[config.mk]
export PLATFORM = sky130hd
export DESIGN_NAME = v_issue_encoder
export DESIGN_NICKNAME = d
export VERILOG_FILES = /design/src/rtl/v_issue_encoder.sv
export SDC_FILE = /design/constraint.sdc
export NUM_CORES = 1
export LEC_CHECK = 0
export ABC_AREA = 1
export CAP_MARGIN = 20
export CORE_ASPECT_RATIO = 1.5
export CORE_MARGIN = 2
export CORE_UTILIZATION = 55
export DETAILED_ROUTE_END_ITERATION = 12
export PLACE_DENSITY = 0.84
export RECOVER_POWER = 25
export SYNTH_ARGS = -nofsm -noshare
export SYNTH_HDL_FRONTEND = slang
export SYNTH_SLANG_ARGS = --single-unit
[constraint.sdc]
create_clock -name clk -period 2.35 [get_ports clk]
set_clock_uncertainty 0.2 [all_clocks]
set_input_delay 0.5875 -clock clk [delete_from_list [all_inputs] [get_ports clk]]
set_output_delay 0.5875 -clock clk [all_outputs]
set_load 0.05 [all_outputs]
[src/rtl/v_issue_encoder.sv]
// Encodes scalar-side vector requests into RVV 1.0 instruction words and
// queues them in a small FIFO; issue stalls after a vsetvli until cfg_done.
module v_issue_encoder #(
  parameter int DEPTH = 4
) (
  input  logic        clk,
  input  logic        nrst,
  input  logic        req_valid,
  output logic        req_ready,
  input  logic [2:0]  req_class,
  input  logic [3:0]  req_op,
  input  logic [1:0]  req_src_sel,
  input  logic [4:0]  req_vd,
  input  logic [4:0]  req_src1,
  input  logic [4:0]  req_src2,
  input  logic [10:0] req_vtype,
  output logic [31:0] instr,
  output logic        instr_valid,
  input  logic        instr_ready,
  input  logic        cfg_done,
  output logic        err
);

  localparam int AW = $clog2(DEPTH);
  localparam logic [AW:0] FULL_CNT = (AW+1)'(DEPTH);

  typedef enum logic {RUN, CFG_WAIT} state_t;

  state_t        state;
  logic [31:0]   mem [DEPTH];
  logic [AW-1:0] wr_ptr;
  logic [AW-1:0] rd_ptr;
  logic [AW:0]   count;

  logic        full;
  logic        accept;
  logic        push;
  logic        pop;
  logic [31:0] head;
  logic        head_is_cfg;

  logic        enc_legal;
  logic [31:0] enc_word;
  logic        is_opv;
  logic [5:0]  funct6;
  logic [2:0]  funct3;
  logic [2:0]  opi_f3;
  logic        opi_ok;
  logic [4:0]  vs2;
  logic [31:0] alt_word;

  always_comb begin
    opi_ok = (req_src_sel != 2'd3);
    case (req_src_sel)
      2'd1:    opi_f3 = 3'b100;
      2'd2:    opi_f3 = 3'b011;
      default: opi_f3 = 3'b000;
    endcase
  end

  always_comb begin
    enc_legal = 1'b0;
    is_opv    = 1'b1;
    funct6    = 6'd0;
    funct3    = 3'd0;
    vs2       = req_src2;
    alt_word  = 32'd0;
    case (req_class)
      3'd0: begin
        funct3    = opi_f3;
        enc_legal = opi_ok;
        case (req_op)
          4'd1:    funct6 = 6'b000000;
          4'd2:    funct6 = 6'b000010;
          4'd3:    funct6 = 6'b001001;
          4'd4:    funct6 = 6'b001010;
          4'd5:    funct6 = 6'b001011;
          4'd6:    funct6 = 6'b100101;
          4'd7:    funct6 = 6'b101000;
          4'd8:    funct6 = 6'b101001;
          4'd9:    funct6 = 6'b000101;
          4'd10:   funct6 = 6'b000111;
          default: enc_legal = 1'b0;
        endcase
      end
      3'd1: begin
        enc_legal = (req_op == 4'd1) && (req_src_sel <= 2'd1);
        funct6    = 6'b100101;
        funct3    = (req_src_sel == 2'd0) ? 3'b010 : 3'b110;
      end
      3'd2: begin
        enc_legal = (req_src_sel == 2'd0) && ((req_op == 4'd1) || (req_op == 4'd2));
        funct6    = (req_op == 4'd1) ? 6'b000000 : 6'b000111;
        funct3    = 3'b010;
      end
      3'd3: begin
        case (req_op)
          4'd1, 4'd2: begin
            enc_legal = (req_src_sel == 2'd1) || (req_src_sel == 2'd2);
            funct6    = (req_op == 4'd1) ? 6'b001110 : 6'b001111;
            funct3    = opi_f3;
          end
          4'd3, 4'd4: begin
            enc_legal = (req_src_sel == 2'd1);
            funct6    = (req_op == 4'd3) ? 6'b001110 : 6'b001111;
            funct3    = 3'b110;
          end
          4'd5: begin
            enc_legal = opi_ok;
            funct6    = 6'b010111;
            funct3    = opi_f3;
            vs2       = 5'd0;
          end
          default: enc_legal = 1'b0;
        endcase
      end
      3'd4, 3'd5: begin
        // Width code 3 and any op with bit 3 set have no encoding here.
        is_opv    = 1'b0;
        enc_legal = !req_op[3] && (req_op[1:0] != 2'd3);
        case (req_op[1:0])
          2'd1:    funct3 = 3'b101;
          2'd2:    funct3 = 3'b110;
          default: funct3 = 3'b000;
        endcase
        alt_word = {4'b0000, req_op[2], 1'b0, 1'b1,
                    req_op[2] ? req_src2 : 5'd0, req_src1, funct3, req_vd,
                    (req_class == 3'd4) ? 7'b0000111 : 7'b0100111};
      end
      3'd6: begin
        is_opv    = 1'b0;
        enc_legal = (req_op == 4'd0);
        alt_word  = {1'b0, req_vtype, req_src1, 3'b111, req_vd, 7'b1010111};
      end
      default: enc_legal = 1'b0;
    endcase
    enc_word = is_opv ? {funct6, 1'b1, vs2, req_src1, funct3, req_vd, 7'b1010111}
                      : alt_word;
  end

  assign full        = (count == FULL_CNT);
  assign req_ready   = nrst && !full;
  assign accept      = req_valid && req_ready;
  assign push        = accept && enc_legal;
  assign head        = mem[rd_ptr];
  assign instr       = (count != '0) ? head : 32'd0;
  assign instr_valid = (state == RUN) && (count != '0);
  assign pop         = instr_valid && instr_ready;
  assign head_is_cfg = (head[6:0] == 7'b1010111) && (head[14:12] == 3'b111);

  always_ff @(posedge clk) begin
    if (push) begin
      mem[wr_ptr] <= enc_word;
    end
  end

  // Pointer, occupancy, error pulse and issue-stall state.
  always_ff @(posedge clk or negedge nrst) begin
    if (!nrst) begin
      wr_ptr <= '0;
      rd_ptr <= '0;
      count  <= '0;
      err    <= 1'b0;
      state  <= RUN;
    end else begin
      err <= accept && !enc_legal;
      if (push) wr_ptr <= wr_ptr + 1'b1;
      if (pop)  rd_ptr <= rd_ptr + 1'b1;
      case ({push, pop})
        2'b10:   count <= count + 1'b1;
        2'b01:   count <= count - 1'b1;
        default: count <= count;
      endcase
      case (state)
        RUN:      if (pop && head_is_cfg) state <= CFG_WAIT;
        CFG_WAIT: if (cfg_done) state <= RUN;
        default:  state <= RUN;
      endcase
    end
  end

endmodule

==> metrics.md <==
| Metric | Value |
|---|---|
| Run status | `complete, but fails checks` |
| Failing checks | `design-rule violations, negative setup slack` |
| Power Density | `1440 nW/um2` |
| FILL cells | `408` |
| Io pins | `75` |
| Die height | `127 um` |
| Layout cells sized above 1 | `0.404` |
| Post-Syn Nets | `585` |
| Synth top cells by count | `119 x nor2_1, 108 x edfxtp_1, 60 x o21ai_0` |
| Reg clk slew, reported paths | `0.06 ns` |
| Port Buffers | `73` |
| Crit-path cells | `buf_12 > buf_6 > nor2_1 > nor2_1 > o21ai_1 > a21oi_2 > buf_12` |
| DP HPWL | `9.42 mm` |
| Max Buffers Root-to-Sink | `2` |
| R2R depth | `12` |
| Achievable Freq | `372 MHz` |
| Highest routed metal layer | `met4` |
| Routability cong. | `0.869` |
| Fin area | `8530 um2` |
| Final setup fails | `41` |
| Most frequent cell after synthesis | `nor2_1` |
| Multi-input logic area | `2160 um2` |
| Die ar. | `10,900 um2` |
| Tcrit/Tclk final | `1.14` |
| Final Core Density | `0.875` |
| Startpoint Class | `flop` |
| Fin crit period | `2.69 ns` |
| H-tree Lvls | `4` |
| DR pass1 iterations | `12` |
| Initial DRC Count | `643` |
| Slew @ Worst Pin | `0.758 ns` |
| Crit path DAT | `1.90 ns` |
| Nets | `737` |
| Worst slew margin | `0.495` |
| CTS Buf Count | `17` |
| N_diodes | `0` |
| Antenna Nets Post-Route | `0` |
| Post-Route WL | `19.1 mm` |
| Clock sink count | `117` |
| CTS Hold Bufs | `0` |
| Residual DRC | `4` |
| Hold Fails Final Rpt | `0` |
| Initial antenna violation count | `0` |
| Clock latency on the worst-skew pair | `0.42 ns` |
| Post-Synthesis Cell Area | `5520 um2` |
| Core Rows | `44` |
| Synth area leader | `edfxtp_1` |
| CTS tree | `yes` |
| Hold WS | `0.243 ns` |
| Post-Route M1 WL | `6.51 mm` |
| Worst Path Required | `1.56 ns` |
| Top cells by area, synth | `edfxtp_1 59%, nor2_1 8.1%, o21ai_0 5.4%` |
| Asr flop ratio synth | `0.0769` |
| LEAKAGE | `3.31 nW` |
| Mapped Cells | `531` |
| Placed Cells | `748` |
| Post-synth EDFFs | `108` |
| Met2 wire len | `10.1 mm` |
| DP Area | `7270 um2` |
| Max-slew violations | `0` |
| Finished Layout Cells | `810` |
| Wire per inst | `23.6 um` |
| Netlist cell types | `38` |
| Tot GR Track Use | `0.327` |
| Largest net degree at the start of global routing | `28` |
| Vias per cell | `6.10` |
| Met3 WL | `1.69 mm` |
| Prevailing post-synth register cell | `edfxtp_1` |
| Slowest CP cell | `dfrtp_2` |
| Yosys top cell area share | `0.587` |
| Synth warnings | `0` |
| DR vias | `4,943` |
| Starting Density | `0.567` |
| Worst Setup End Kind | `output pin` |
| Vias in the first global route | `4,852` |
| Peak VDD IR | `0.000771 V` |
| Final setup margin | `-0.336 ns` |
| Pre-CTS WS | `-1.02 ns` |
| Die W | `85.8 um` |
| Crit path max fanout | `8` |
| Max cap viols | `0` |
| Kind of critical path | `reg2out` |
| First-pass GRT wire length | `26.4 mm` |
| Remaining Overflow, GRT | `0` |
| Syn Area/Cell | `10.4 um2` |
| Slowest Stage Delay on Critical Path | `0.37 ns` |
| Hold Crit Class | `in2async` |
| RSZ-0062 raised after global routing | `true` |
| Root Driver | `clkbuf_16` |
| Sequential cell area | `3470 um2` |
| CORE AREA | `9740 um2` |
| Synth Register Bits | `117` |
| Area delta synth->final | `54.5%` |
| Post-synthesis sequential area ratio | `0.628` |
[worst paths after layout]
| kind | startpoint | end | slack [ns] |
|---|---|---|---|
| hold / removal | nrst | state | 0.24 |
| setup / recovery | rd_ptr[0] | instr[29] | -0.34 |
| setup reg to reg | count[2] | count[2] | 0.06 |
| hold reg to reg | count[0] | count[0] | 0.31 |
| max in group asynchronous | nrst | rd_ptr[1] | 1.30 |
| min in group clk | count[0] | count[0] | 0.31 |
[cell type report]
type | count | share of cell area
Timing Repair Buffer | 168 | 0.239
Clock inverter | 12 | 0.0106
Inverter | 38 | 0.0221
Sequential cell | 117 | 0.407
Clock buffer | 19 | 0.0507
Tap cell | 115 | 0.0169
Multi-Input combinational cell | 341 | 0.254
[per-layer routing]
metal,global-route usage,vias to the layer above
met2,0.589,399
met1,0.377,2340
met3,0.0768,83
li1,-,2121
met5,0,-
met4,0.110,0
[report_power, final]
part           total, mW  internal (mW)  switching, mW  leakage [nW]
logic               7.40           3.22           4.18          1.98
registers           2.50           2.40         0.0954          1.09
clock network       2.38           1.42          0.962         0.246
[critical path: cells and delay by family (launching register included)]
family	cells	cell delay, ns
compound gates	2	0.35
buf+inv	3	0.52
flops	1	0.37
simple gates	2	0.22
[state kept, by name, summed over array words and instances, names as in the netlist]
| signal | count |
|---|---|
| count | 3 |
| err | 1 |
| mem | 108 |
| rd_ptr | 2 |
| state | 1 |
| wr_ptr | 2 |
[per-stage QoR]
| stage | total power [mW] | setup TNS, ns |
|---|---|---|
| final | 12.3 | -6.57 |
| after global routing | 12.6 | -8.52 |
| after CTS | 11.6 | -4.91 |
| after detailed placement | 8.29 | -108.57 |
| after global placement | 8.10 | -101.86 |
| after floorplan | 5.88 | -14.81 |
[cell families after synthesis]
group,Yosys count,share of synthesized area
adder cells (fa/ha/maj),14,0.0331
buffers and inverters,73,0.0566
flip-flops,117,0.628
other,1,0.000679
AO/OA/AOI/OAI,103,0.101
XOR/XNOR,4,0.00634
AND/OR/NAND/NOR,219,0.175
[placed cells by master (no fill, tap or decap), drive strengths merged, types with 3 or more instances in the layout]
cell           instances
nand4                  5
nand2                 52
clkbuf                30
edfxtp               108
o211ai                 3
dlygate4sd3           10
buf                  123
ha                    13
clkinvlp               3
o21ai                 61
dfrtp                  9
nor2                 130
dlygate4sd2            3
nand3                 28
inv                   37
a21oi                 28
clkinv                 9
o22a                   3
clkdlybuf4s50         19
xor2                   3
[what timing repair did]
action | in CTS | in global routing
setup buffers | 17 | 10
endpoints found under the setup margin | 164 | 113
gates cloned | 5 | 6
hold endpoints to repair | 0 | 0
resized for setup | 124 | 66
pin swaps | 39 | 39
Power figures use the tool's default switching activity.
